<file path="src/rtl/deck_dealer_if.sv">
// -----------------------------------------------------------------------------
// deck_dealer_if
//   Bundles the request/response signals between the blackjack controller
//   (master) and the card source deck_dealer (slave).
//
//   Controller -> dealer:
//     seed[5:0]             shuffle seed, captured when a shuffle is accepted
//     shuffle_start         one-cycle request to reinitialise and shuffle
//     deal_req              one-cycle request for the next card
//   Dealer -> controller:
//     card_valid            one-cycle pulse, card/card_rank/card_value valid
//     card[5:0]             card index 0..51 (suit = card/13, rank = card%13+1)
//     card_rank[3:0]        1..13
//     card_value[3:0]       blackjack points (ace=1, J/Q/K=10)
//     shuffle_busy          high while a shuffle is in progress
//     shuffle_done          one-cycle pulse when a shuffle completes
//     cards_remaining[5:0]  undealt cards
//     deck_empty            cards_remaining == 0
//     deck_low              cards_remaining below the low threshold
// -----------------------------------------------------------------------------
interface deck_dealer_if;
  logic [5:0] seed;
  logic       shuffle_start;
  logic       deal_req;

  logic       card_valid;
  logic [5:0] card;
  logic [3:0] card_rank;
  logic [3:0] card_value;
  logic       shuffle_busy;
  logic       shuffle_done;
  logic [5:0] cards_remaining;
  logic       deck_empty;
  logic       deck_low;

  modport master (
    output seed, shuffle_start, deal_req,
    input  card_valid, card, card_rank, card_value,
    input  shuffle_busy, shuffle_done, cards_remaining, deck_empty, deck_low
  );

  modport slave (
    input  seed, shuffle_start, deal_req,
    output card_valid, card, card_rank, card_value,
    output shuffle_busy, shuffle_done, cards_remaining, deck_empty, deck_low
  );
endinterface

</file>
<file path="src/rtl/deck_dealer.sv">
// -----------------------------------------------------------------------------
// deck_dealer
//   Card source for the blackjack controller. Keeps a 52-card deck in a
//   register array, shuffles it with a seeded Fisher-Yates pass driven by a
//   16-bit Galois LFSR, and answers each accepted deal request with one
//   registered card plus its rank and blackjack value.
//
//   Ports:
//     clk   system clock, rising edge
//     rst   asynchronous, active-high reset
//     bus   deck_dealer_if.slave (see deck_dealer_if.sv for signal list)
//
//   Shuffle sequence: READY -> SHUF_LOAD (deck to identity, LFSR seeded)
//   -> SHUF_RUN (one candidate swap per cycle, i = 51 down to 1)
//   -> SHUF_DONE (one-cycle done pulse, deck refilled) -> READY.
//   Requests arriving outside READY are dropped; shuffle_start beats a
//   simultaneous deal_req.
//
//   Optional build macro AUTO_RESHUFFLE_EN: a deal request on an empty deck
//   is remembered, the deck is reset to identity and shuffled straight away
//   (continuing the current LFSR sequence, no reseed), and the pending card
//   is delivered on the cycle after the done pulse. Without the macro such a
//   request is simply dropped.
// -----------------------------------------------------------------------------
module deck_dealer #(
  parameter int DECK_SIZE     = 52,
  parameter int LOW_THRESHOLD = 10
) (
  input  logic         clk,
  input  logic         rst,
  deck_dealer_if.slave bus
);

  typedef enum logic [1:0] {
    READY     = 2'd0,
    SHUF_LOAD = 2'd1,
    SHUF_RUN  = 2'd2,
    SHUF_DONE = 2'd3
  } state_t;

  localparam logic [15:0] LFSR_RESET = 16'hACE1;
  localparam logic [15:0] LFSR_TAPS  = 16'hB400;
  localparam logic [5:0]  FULL_COUNT = 6'(DECK_SIZE);
  localparam logic [5:0]  LAST_IDX   = 6'(DECK_SIZE - 1);
  localparam logic [5:0]  LOW_LEVEL  = 6'(LOW_THRESHOLD);

  // Smallest 2^n-1 covering i, so the masked LFSR value can reach every
  // legal swap partner 0..i with as few rejected draws as possible.
  function automatic logic [5:0] idx_mask(input logic [5:0] i);
    if (i >= 6'd32)      return 6'd63;
    else if (i >= 6'd16) return 6'd31;
    else if (i >= 6'd8)  return 6'd15;
    else if (i >= 6'd4)  return 6'd7;
    else if (i >= 6'd2)  return 6'd3;
    else                 return 6'd1;
  endfunction

  // rank = card % 13 + 1, done with three compares instead of a divider.
  function automatic logic [3:0] rank_of(input logic [5:0] c);
    logic [5:0] r;
    if (c >= 6'd39)      r = c - 6'd39;
    else if (c >= 6'd26) r = c - 6'd26;
    else if (c >= 6'd13) r = c - 6'd13;
    else                 r = c;
    return 4'(r + 6'd1);
  endfunction

  function automatic logic [3:0] value_of(input logic [3:0] rank);
    return (rank > 4'd10) ? 4'd10 : rank;
  endfunction

  // ---------------------------------------------------------------------------
  // State and datapath registers
  // ---------------------------------------------------------------------------
  state_t      state;
  state_t      state_next;
  logic [5:0]  deck [DECK_SIZE];
  logic [5:0]  ptr;
  logic [5:0]  remaining;
  logic [5:0]  idx_i;
  logic [15:0] lfsr;
  logic [5:0]  seed_q;

  logic        card_valid_q;
  logic [5:0]  card_q;
  logic [3:0]  rank_q;
  logic [3:0]  value_q;
  logic        busy_q;
  logic        done_q;

  // ---------------------------------------------------------------------------
  // Combinational helpers
  // ---------------------------------------------------------------------------
  logic [5:0]  j_idx;
  logic        swap_ok;
  logic        last_swap;
  logic [15:0] lfsr_step;
  logic [5:0]  head_card;
  logic [3:0]  head_rank;
  logic        accept_shuffle;
  logic        accept_deal;
  logic        load_identity;
  logic        deliver;

  assign j_idx     = lfsr[5:0] & idx_mask(idx_i);
  assign swap_ok   = (j_idx <= idx_i);
  assign last_swap = swap_ok && (idx_i == 6'd1);
  assign lfsr_step = lfsr[0] ? ((lfsr >> 1) ^ LFSR_TAPS) : (lfsr >> 1);
  assign head_card = deck[ptr];
  assign head_rank = rank_of(head_card);

`ifdef AUTO_RESHUFFLE_EN
  logic auto_start;
  logic pending;

  assign load_identity = (state == SHUF_LOAD) || auto_start;
  assign deliver       = accept_deal || ((state == SHUF_DONE) && pending);
`else
  assign load_identity = (state == SHUF_LOAD);
  assign deliver       = accept_deal;
`endif

  // ---------------------------------------------------------------------------
  // Next-state logic
  // ---------------------------------------------------------------------------
  // NOTE: every signal written here gets a default first so no path through
  // the case can leave one unassigned and infer a latch.
  always_comb begin
    state_next     = state;
    accept_shuffle = 1'b0;
    accept_deal    = 1'b0;
`ifdef AUTO_RESHUFFLE_EN
    auto_start     = 1'b0;
`endif
    case (state)
      READY: begin
        if (bus.shuffle_start) begin
          accept_shuffle = 1'b1;
          state_next     = SHUF_LOAD;
        end else if (bus.deal_req) begin
          if (remaining != 6'd0) begin
            accept_deal = 1'b1;
          end
`ifdef AUTO_RESHUFFLE_EN
          else begin
            auto_start = 1'b1;
            state_next = SHUF_RUN;
          end
`endif
        end
      end
      SHUF_LOAD: state_next = SHUF_RUN;
      SHUF_RUN:  if (last_swap) state_next = SHUF_DONE;
      SHUF_DONE: state_next = READY;
      default:   state_next = READY;
    endcase
  end

  // ---------------------------------------------------------------------------
  // Control registers
  // ---------------------------------------------------------------------------
  // NOTE: sequential state uses non-blocking assignments so every register
  // samples the pre-edge values of the others, regardless of statement order.
  always_ff @(posedge clk or posedge rst) begin
    if (rst) begin
      state  <= READY;
      busy_q <= 1'b0;
      done_q <= 1'b0;
      seed_q <= 6'd0;
      lfsr   <= LFSR_RESET;
      idx_i  <= 6'd0;
    end else begin
      state  <= state_next;
      busy_q <= (state_next == SHUF_LOAD) || (state_next == SHUF_RUN);
      done_q <= (state_next == SHUF_DONE);

      if (accept_shuffle) seed_q <= bus.seed;

      // Seed layout {seed, ~seed, 4'hA} always has set bits, so the LFSR
      // can never lock up at zero.
      if (state == SHUF_LOAD)     lfsr <= {seed_q, ~seed_q, 4'hA};
      else if (state == SHUF_RUN) lfsr <= lfsr_step;

      if (load_identity)                    idx_i <= LAST_IDX;
      else if (state == SHUF_RUN && swap_ok) idx_i <= idx_i - 6'd1;
    end
  end

  // ---------------------------------------------------------------------------
  // Deck storage
  // ---------------------------------------------------------------------------
  // NOTE: the deck array is reset explicitly because identity order after
  // reset is architecturally visible (unshuffled deals return 0,1,2,...).
  always_ff @(posedge clk or posedge rst) begin
    if (rst) begin
      for (int k = 0; k < DECK_SIZE; k++) deck[k] <= 6'(k);
    end else if (load_identity) begin
      for (int k = 0; k < DECK_SIZE; k++) deck[k] <= 6'(k);
    end else if (state == SHUF_RUN && swap_ok) begin
      // When j == i both writes carry the same value, so the swap is a no-op.
      deck[idx_i] <= deck[j_idx];
      deck[j_idx] <= deck[idx_i];
    end
  end

  // ---------------------------------------------------------------------------
  // Deal pointer, remaining count and card output registers
  // ---------------------------------------------------------------------------
  always_ff @(posedge clk or posedge rst) begin
    if (rst) begin
      ptr          <= 6'd0;
      remaining    <= FULL_COUNT;
      card_valid_q <= 1'b0;
      card_q       <= 6'd0;
      rank_q       <= 4'd0;
      value_q      <= 4'd0;
    end else begin
      card_valid_q <= deliver;

      // Refill on entry to SHUF_DONE so the count is already 52 while the
      // done pulse is visible.
      if (state == SHUF_RUN && last_swap) begin
        ptr       <= 6'd0;
        remaining <= FULL_COUNT;
      end else if (deliver) begin
        ptr       <= ptr + 6'd1;
        remaining <= remaining - 6'd1;
      end

      // Card fields hold their last value between deals.
      if (deliver) begin
        card_q  <= head_card;
        rank_q  <= head_rank;
        value_q <= value_of(head_rank);
      end
    end
  end

`ifdef AUTO_RESHUFFLE_EN
  always_ff @(posedge clk or posedge rst) begin
    if (rst)                              pending <= 1'b0;
    else if (auto_start)                  pending <= 1'b1;
    else if (state == SHUF_DONE && pending) pending <= 1'b0;
  end
`endif

  // ---------------------------------------------------------------------------
  // Outputs
  // ---------------------------------------------------------------------------
  assign bus.card_valid      = card_valid_q;
  assign bus.card            = card_q;
  assign bus.card_rank       = rank_q;
  assign bus.card_value      = value_q;
  assign bus.shuffle_busy    = busy_q;
  assign bus.shuffle_done    = done_q;
  assign bus.cards_remaining = remaining;
  assign bus.deck_empty      = (remaining == 6'd0);
  assign bus.deck_low        = (remaining < LOW_LEVEL);

endmodule
</file>
<file path="src/flat_wrapper.sv">
// flat-port wrapper written by rule: the top's interface ports become plain ports
module deck_dealer_flat 
#(
  parameter int DECK_SIZE     = 52,
  parameter int LOW_THRESHOLD = 10
)
  (clk, rst, bus_seed, bus_shuffle_start, bus_deal_req, bus_card_valid, bus_card, bus_card_rank, bus_card_value, bus_shuffle_busy, bus_shuffle_done, bus_cards_remaining, bus_deck_empty, bus_deck_low);
  deck_dealer_if bus_i ();
  input  logic clk;
  input  logic rst;
  input wire logic [$bits(bus_i.seed)-1:0] bus_seed;
  input wire logic [$bits(bus_i.shuffle_start)-1:0] bus_shuffle_start;
  input wire logic [$bits(bus_i.deal_req)-1:0] bus_deal_req;
  output wire logic [$bits(bus_i.card_valid)-1:0] bus_card_valid;
  output wire logic [$bits(bus_i.card)-1:0] bus_card;
  output wire logic [$bits(bus_i.card_rank)-1:0] bus_card_rank;
  output wire logic [$bits(bus_i.card_value)-1:0] bus_card_value;
  output wire logic [$bits(bus_i.shuffle_busy)-1:0] bus_shuffle_busy;
  output wire logic [$bits(bus_i.shuffle_done)-1:0] bus_shuffle_done;
  output wire logic [$bits(bus_i.cards_remaining)-1:0] bus_cards_remaining;
  output wire logic [$bits(bus_i.deck_empty)-1:0] bus_deck_empty;
  output wire logic [$bits(bus_i.deck_low)-1:0] bus_deck_low;
  assign bus_i.seed = bus_seed;
  assign bus_i.shuffle_start = bus_shuffle_start;
  assign bus_i.deal_req = bus_deal_req;
  assign bus_card_valid = bus_i.card_valid;
  assign bus_card = bus_i.card;
  assign bus_card_rank = bus_i.card_rank;
  assign bus_card_value = bus_i.card_value;
  assign bus_shuffle_busy = bus_i.shuffle_busy;
  assign bus_shuffle_done = bus_i.shuffle_done;
  assign bus_cards_remaining = bus_i.cards_remaining;
  assign bus_deck_empty = bus_i.deck_empty;
  assign bus_deck_low = bus_i.deck_low;
  deck_dealer #(.DECK_SIZE(DECK_SIZE), .LOW_THRESHOLD(LOW_THRESHOLD)) u_core (.clk(clk), .rst(rst), .bus(bus_i));
endmodule
</file>
<file path="config.mk">
export PLATFORM = sky130hd
export DESIGN_NAME = deck_dealer_flat
export DESIGN_NICKNAME = d
export VERILOG_FILES = /design/src/rtl/deck_dealer_if.sv /design/src/rtl/deck_dealer.sv /design/src/flat_wrapper.sv
export SDC_FILE = /design/constraint.sdc
export NUM_CORES = 2
export LEC_CHECK = 0
export CORE_MARGIN = 1.5
export CORE_UTILIZATION = 45
export DETAILED_ROUTE_END_ITERATION = 10
export PLACE_DENSITY = 0.6
export SYNTH_ARGS = -nofsm -noshare
export SYNTH_HDL_FRONTEND = slang
export SYNTH_SLANG_ARGS = --single-unit
</file>
<file path="constraint.sdc">
create_clock -name clk -period 24.4 [get_ports clk]
set_input_delay 4.88 -clock clk [delete_from_list [all_inputs] [get_ports clk]]
set_output_delay 4.88 -clock clk [all_outputs]
set_load 0.01 [all_outputs]
</file>
**Word level (Yosys, flattened, before mapping)**

Index checks and enable logic that the tools add are counted.

- Input port bits: 10
- Output and inout bits: 25
- Logic and storage cells: 156
- Register bits: 371

- Muxes and demuxes: 44
- Reductions and logical operators: 12
- Order comparisons: 16
- Bitwise operators: 6
- Add/subtract/negate cells: 7
- Equality and inequality tests: 7

Operators by type and width:

| cell | count |
|---|---|
| $bwmux W312 | 2 |
| $mux W312 | 2 |
| $bmux W6 S6 | 3 |
| $mux W6 | 18 |
| $demux W6 S6 | 2 |
| $mux W16 | 3 |
| $ge A7 B7 Y1 const B | 3 |
| $not A6 Y7 | 3 |
| $mux W4 | 4 |
| $lt A7 B1 Y1 const B | 2 |
| $ge A6 B4 Y1 const B | 2 |
| $ge A6 B5 Y1 const B | 2 |
| $ge A6 B6 Y1 const B | 2 |
| $sub A6 B1 Y6 const B | 2 |
| $eq A2 B2 Y1 const B | 4 |
| $pmux W2 S4 | 1 |
| $sub A4 B4 Y4 const B | 2 |
| $add A6 B1 Y6 const B | 1 |
| $and A6 B6 Y6 | 1 |
| $eq A6 B1 Y1 const B | 1 |
| $ge A6 B2 Y1 const B | 1 |
| $ge A6 B3 Y1 const B | 1 |
| $le A6 B6 Y1 | 1 |
| $logic_not A6 Y1 | 1 |
| other kinds (14) | 28 |

**Longest topological paths before layout**

- Depth after elaboration: 15
- Depth in mapped cells: 23
- Depth with buffers taken out: 18

**Worst setup path before layout**

OpenSTA, ideal clock, no wires.

- Path kind: input-to-reg
- Start: in bus_shuffle_start
- End: reg u_core.remaining[1], in the netlist u_core.bus.cards_remaining[1]
- Path buffers: 1
- Required time: 24.306 ns
- Data arrival time: 5.954 ns
- Path slack: 18.352 ns
- Stages: 6
- Cell sequence: nor2b_1 > nand3_1 > clkinv_1 > buf_1 > nor2_1 > a211oi_1

- Word-level cells in the longest chain between the ends: 3

RTL lines:

| what | line | text |
|---|---|---|
| start, declared | flat_wrapper.sv:12 | `input wire logic [$bits(bus_i.shuffle_start)-1:0] bus_shuffle_start;` |
| $mux W1 | deck_dealer.sv:137 | `if (bus.shuffle_start) begin` |
| $mux W1 | deck_dealer.sv:135 | `case (state)` |
| named net u_core.accept_deal | deck_dealer.sv:101 | `logic accept_deal;` |
| $reduce_bool A2 Y1 (no line) | - |  |
| end signal, assigned | deck_dealer.sv:227 | `remaining <= remaining - 6'd1;` |
| end, declared | deck_dealer.sv:79 | `logic [5:0] remaining;` |

The timed path passes the listed nets, and every way through them passes these cells.
A chain may end at the register's enable or synchronous reset.

==> impl_metrics.xml <==
<?xml version="1.0" encoding="UTF-8"?>
<metrics>
  <group name="timing">
    <metric name="unrepaired_setup_endpoints_after_global_routing" unit="">false</metric>
    <metric name="worst-slew-pin-transition" unit="ps">1500</metric>
    <metric name="tns" unit="ps">0</metric>
    <metric name="hold_vio_cnt_final" unit="">0</metric>
    <metric name="setup_viol" unit="">0</metric>
    <metric name="achievable-frequency" unit="MHz">140</metric>
    <metric name="slew_viol_final" unit="">0</metric>
    <metric name="final.setup_skew" unit="ps">31.3</metric>
    <metric name="period_utilization" unit="">0.294</metric>
    <metric name="finalWorstPathRequiredPeriod" unit="ps">7160</metric>
    <metric name="timing.max_slew.rel_slack" unit="">0.00134</metric>
  </group>
  <group name="logic_synthesis">
    <metric name="synth_area_per_cell" unit="um^2">8.70</metric>
    <metric name="ys.flop_type" unit="">sky130_fd_sc_hd__dfrtp_1</metric>
    <metric name="synth_enable_flop_cells" unit="">0</metric>
    <metric name="count_of_yosys_warnings_during_synthesis" unit="">0</metric>
    <metric name="post_synth_main_area_contributors" unit="">sky130_fd_sc_hd__dfrtp_1, sky130_fd_sc_hd__dfstp_2, sky130_fd_sc_hd__o22ai_1, sky130_fd_sc_hd__mux4_2, sky130_fd_sc_hd__nand2_1</metric>
    <metric name="syn-num-nets" unit="">3043</metric>
    <metric name="synth_sequential_area_ratio" unit="">0.362</metric>
    <metric name="synth.largest_area_cell" unit="">sky130_fd_sc_hd__dfrtp_1</metric>
    <metric name="synth-async-reset-ratio" unit="">1.00</metric>
    <metric name="synthDistinctLibCells" unit="">93</metric>
    <metric name="synth_commonest_cells" unit="">sky130_fd_sc_hd__nand2_1, sky130_fd_sc_hd__o22ai_1, sky130_fd_sc_hd__nor2_1</metric>
    <metric name="syn-instance-count" unit="">3009</metric>
    <metric name="synth-seq-cells" unit="">371</metric>
    <metric name="synth_area" unit="mm^2">0.0262</metric>
    <metric name="yosys.cell_count.top_type" unit="">sky130_fd_sc_hd__nand2_1</metric>
    <metric name="synth_top_area_share" unit="">0.210</metric>
  </group>
  <group name="power">
    <metric name="cellLeakagePower" unit="nW">11.2</metric>
    <metric name="power.density_cell_area" unit="mW/mm^2">47.1</metric>
    <metric name="ir_worst_vdd" unit="mV">0.0765</metric>
  </group>
  <group name="drt">
    <metric name="drt_drc_violations_left" unit="">0</metric>
    <metric name="routed_wirelength" unit="um">132000</metric>
    <metric name="drt-wirelength-per-cell" unit="um">35.5</metric>
    <metric name="detail_route.vias_per_cell" unit="">7.65</metric>
    <metric name="drt_pre_antenna_iters" unit="">8</metric>
    <metric name="count_of_vias_placed_by_the_detailed_router" unit="">28500</metric>
    <metric name="detail_route.iter0.violations" unit="">4983</metric>
    <metric name="postRouteAntennaNets" unit="">0</metric>
  </group>
  <group name="floorplan">
    <metric name="start_util" unit="">0.455</metric>
    <metric name="die-width" unit="um">244</metric>
    <metric name="core_box_area" unit="mm^2">0.0576</metric>
    <metric name="boundaryPins" unit="">35</metric>
    <metric name="dieArea" unit="mm^2">0.0596</metric>
    <metric name="rows" unit="">88</metric>
    <metric name="chipHeight" unit="um">244</metric>
  </group>
  <group name="setup_path">
    <metric name="critical_path_launch_point" unit="">rst</metric>
    <metric name="path_class" unit="">primary input to asynchronous set/reset pin</metric>
    <metric name="worst-endpoint-required" unit="ps">25030</metric>
    <metric name="r2r_start" unit="">u_core.idx_i[2]</metric>
    <metric name="worst_ep_arrival_time" unit="ps">7790</metric>
    <metric name="setup.worst_path.end_class" unit="">asynchronous set/reset pin</metric>
    <metric name="critPathLaunchType" unit="">primary input</metric>
    <metric name="critical_path.max_fanout" unit="">112</metric>
  </group>
  <group name="grt">
    <metric name="grtUsageTotal" unit="">0.435</metric>
    <metric name="layer_with_the_highest_usage" unit="">met2</metric>
    <metric name="largest_net_degree_at_the_start_of_global_routing" unit="">113</metric>
    <metric name="global_route.usage.met3" unit="">0.181</metric>
    <metric name="first_global_vias" unit="">27000</metric>
    <metric name="groute.layer.met2.usage" unit="">0.599</metric>
    <metric name="grt_pass1_wl" unit="um">191000</metric>
    <metric name="global_route.usage.met1" unit="">0.550</metric>
    <metric name="initial_antenna_violation_count" unit="">5</metric>
    <metric name="globalRoute.totalOverflow" unit="">0</metric>
  </group>
  <group name="clocking">
    <metric name="clock_insertion_delay_worst_skew" unit="ps">630</metric>
    <metric name="post_cts_resized" unit="">0</metric>
    <metric name="post_cts.repair.setup_buffers" unit="">0</metric>
    <metric name="clock_tree.root_cell" unit="">sky130_fd_sc_hd__clkbuf_16</metric>
    <metric name="clockBufferDepth" unit="">3</metric>
    <metric name="cts_made_buffers" unit="">45</metric>
    <metric name="cts_tree" unit="">done</metric>
    <metric name="path_clk_slew" unit="ps">60</metric>
    <metric name="postCtsHoldBufs" unit="">0</metric>
    <metric name="cts.htree.levels" unit="">2</metric>
    <metric name="clock-sinks" unit="">371</metric>
  </group>
  <group name="placement">
    <metric name="dp_cells" unit="">3636</metric>
    <metric name="place_hpwl" unit="um">83500</metric>
    <metric name="gp_congestion" unit="">1.07</metric>
    <metric name="placement.io_buffers" unit="">34</metric>
  </group>
  <group name="worst_hold_path">
    <metric name="hp-class" unit="">register to register</metric>
    <metric name="start_point_of_the_worst_hold_path" unit="">u_core.lfsr[6]</metric>
  </group>
  <group name="final_layout">
    <metric name="area.growth.synth_to_final" unit="%">9.89</metric>
    <metric name="fin_nets" unit="">2952</metric>
    <metric name="finish.cell_count_without_fillers" unit="">3721</metric>
    <metric name="layout-drive-gt1-share" unit="">0.169</metric>
  </group>
  <group name="outcome">
    <metric name="result_of_the_run" unit="">finished with violations</metric>
    <metric name="violations" unit="">max-capacitance violations</metric>
  </group>
  <group name="run">
    <metric name="max_cap_violations" unit="">1</metric>
  </group>
</metrics>
[cells in the final DEF, fill, tap and decap left out, drive strengths merged, types with 18 or more instances in the layout]
cell | netlist | routed
o22ai | 322 | 322
mux4 | 85 | 85
mux2i | 79 | 79
o221ai | 36 | 36
a32oi | 18 | 18
inv | 69 | 72
a31oi | 25 | 25
o21ai | 214 | 214
dfrtp | 220 | 220
ha | 24 | 24
xnor2 | 18 | 18
a21oi | 241 | 241
a22o | 48 | 48
nor4 | 23 | 23
nor3 | 70 | 70
buf | 94 | 94
nor2b | 36 | 36
nor2 | 251 | 251
mux2 | 54 | 54
dfstp | 151 | 151
nand2 | 338 | 338
clkbuf | 172 | 65
a21o | 36 | 36
nand3 | 77 | 77
o22a | 31 | 31
clkdlybuf4s50 | 0 | 34
a22oi | 67 | 67
[critical path, stage by stage]
cell and delay [ps]:
sky130_fd_sc_hd__clkdlybuf4s50_1 490, sky130_fd_sc_hd__inv_8 610, sky130_fd_sc_hd__buf_4 810, sky130_fd_sc_hd__buf_4 790
[metrics by stage]
step	hold WS [ps]	setup WS, ps	power, mW	instance area (um^2)	utilization
floorplan	448	9470	0.635	26200	-
global placement	459	16610	0.642	27200	0.473
detailed placement	468	16530	0.642	27200	0.473
CTS	477	17200	1.36	28800	0.500
global route	503	16830	1.38	28800	0.500
finish	472	17240	1.36	28800	0.500
[final timing paths]
kind / to / slack (ps) / depth (start not counted)
worst min-delay path: u_core.lfsr[6] / 470 / 2
max in group clk: u_core.deck[93] / 17560 / 17
min in group asynchronous: u_core.bus.cards_remaining[3] / 4840 / 2
worst max-delay path: u_core.deck[257] / 17240 / 4
worst max register to register: u_core.deck[93] / 17560 / 17
worst min register to register: u_core.lfsr[6] / 470 / 2
[layout make-up]
type | count | area, um^2
repair buffers | 128 | 1050
clock inverters | 19 | 218
fillers | 5491 | 28800
inverters | 76 | 293
flip-flops and latches | 371 | 9490
clock buffers | 65 | 1330
diodes | 1 | 2.50
well taps | 765 | 957
multi-input cells | 2296 | 15400
[flip-flops by register name, indices dropped and copies added, names as in the netlist, 2 cells and up]
| register | flops |
|---|---|
| u_core.idx_i | 6 |
| u_core.bus.cards_remaining | 6 |
| u_core.bus.card_rank | 4 |
| u_core.seed_q | 6 |
| u_core.ptr | 6 |
| u_core.deck | 312 |
| u_core.lfsr | 16 |
| u_core.bus.card_value | 4 |
| u_core.bus.card | 6 |
| u_core.state | 2 |
[power breakdown]
part | switching (mW) | internal, mW | total, mW
logic | 0.0127 | 0.00172 | 0.0144
registers | 0 | 0.617 | 0.617
clock network | 0.301 | 0.424 | 0.724
total | 0.313 | 1.04 | 1.36
[routing by layer]
layer  vias to the layer above  part of all wire
met2                      2668              0.39
met4                         8             0.089
met5                         -           0.00045
li1                      11300                 -
met1                     13700              0.35
met3                       813              0.16
[logic make-up after synthesis]
logic type,count (synthesis),share of synthesized area
buffers and inverters,342,0.0557
xor gates and xnor gates,21,0.00702
and+or+nand+nor,877,0.149
AOI/OAI and AO/OA,1156,0.286
muxes,218,0.129
adders and majority gates,24,0.0115
DFF,371,0.362
(Power assumes the default switching activity.)
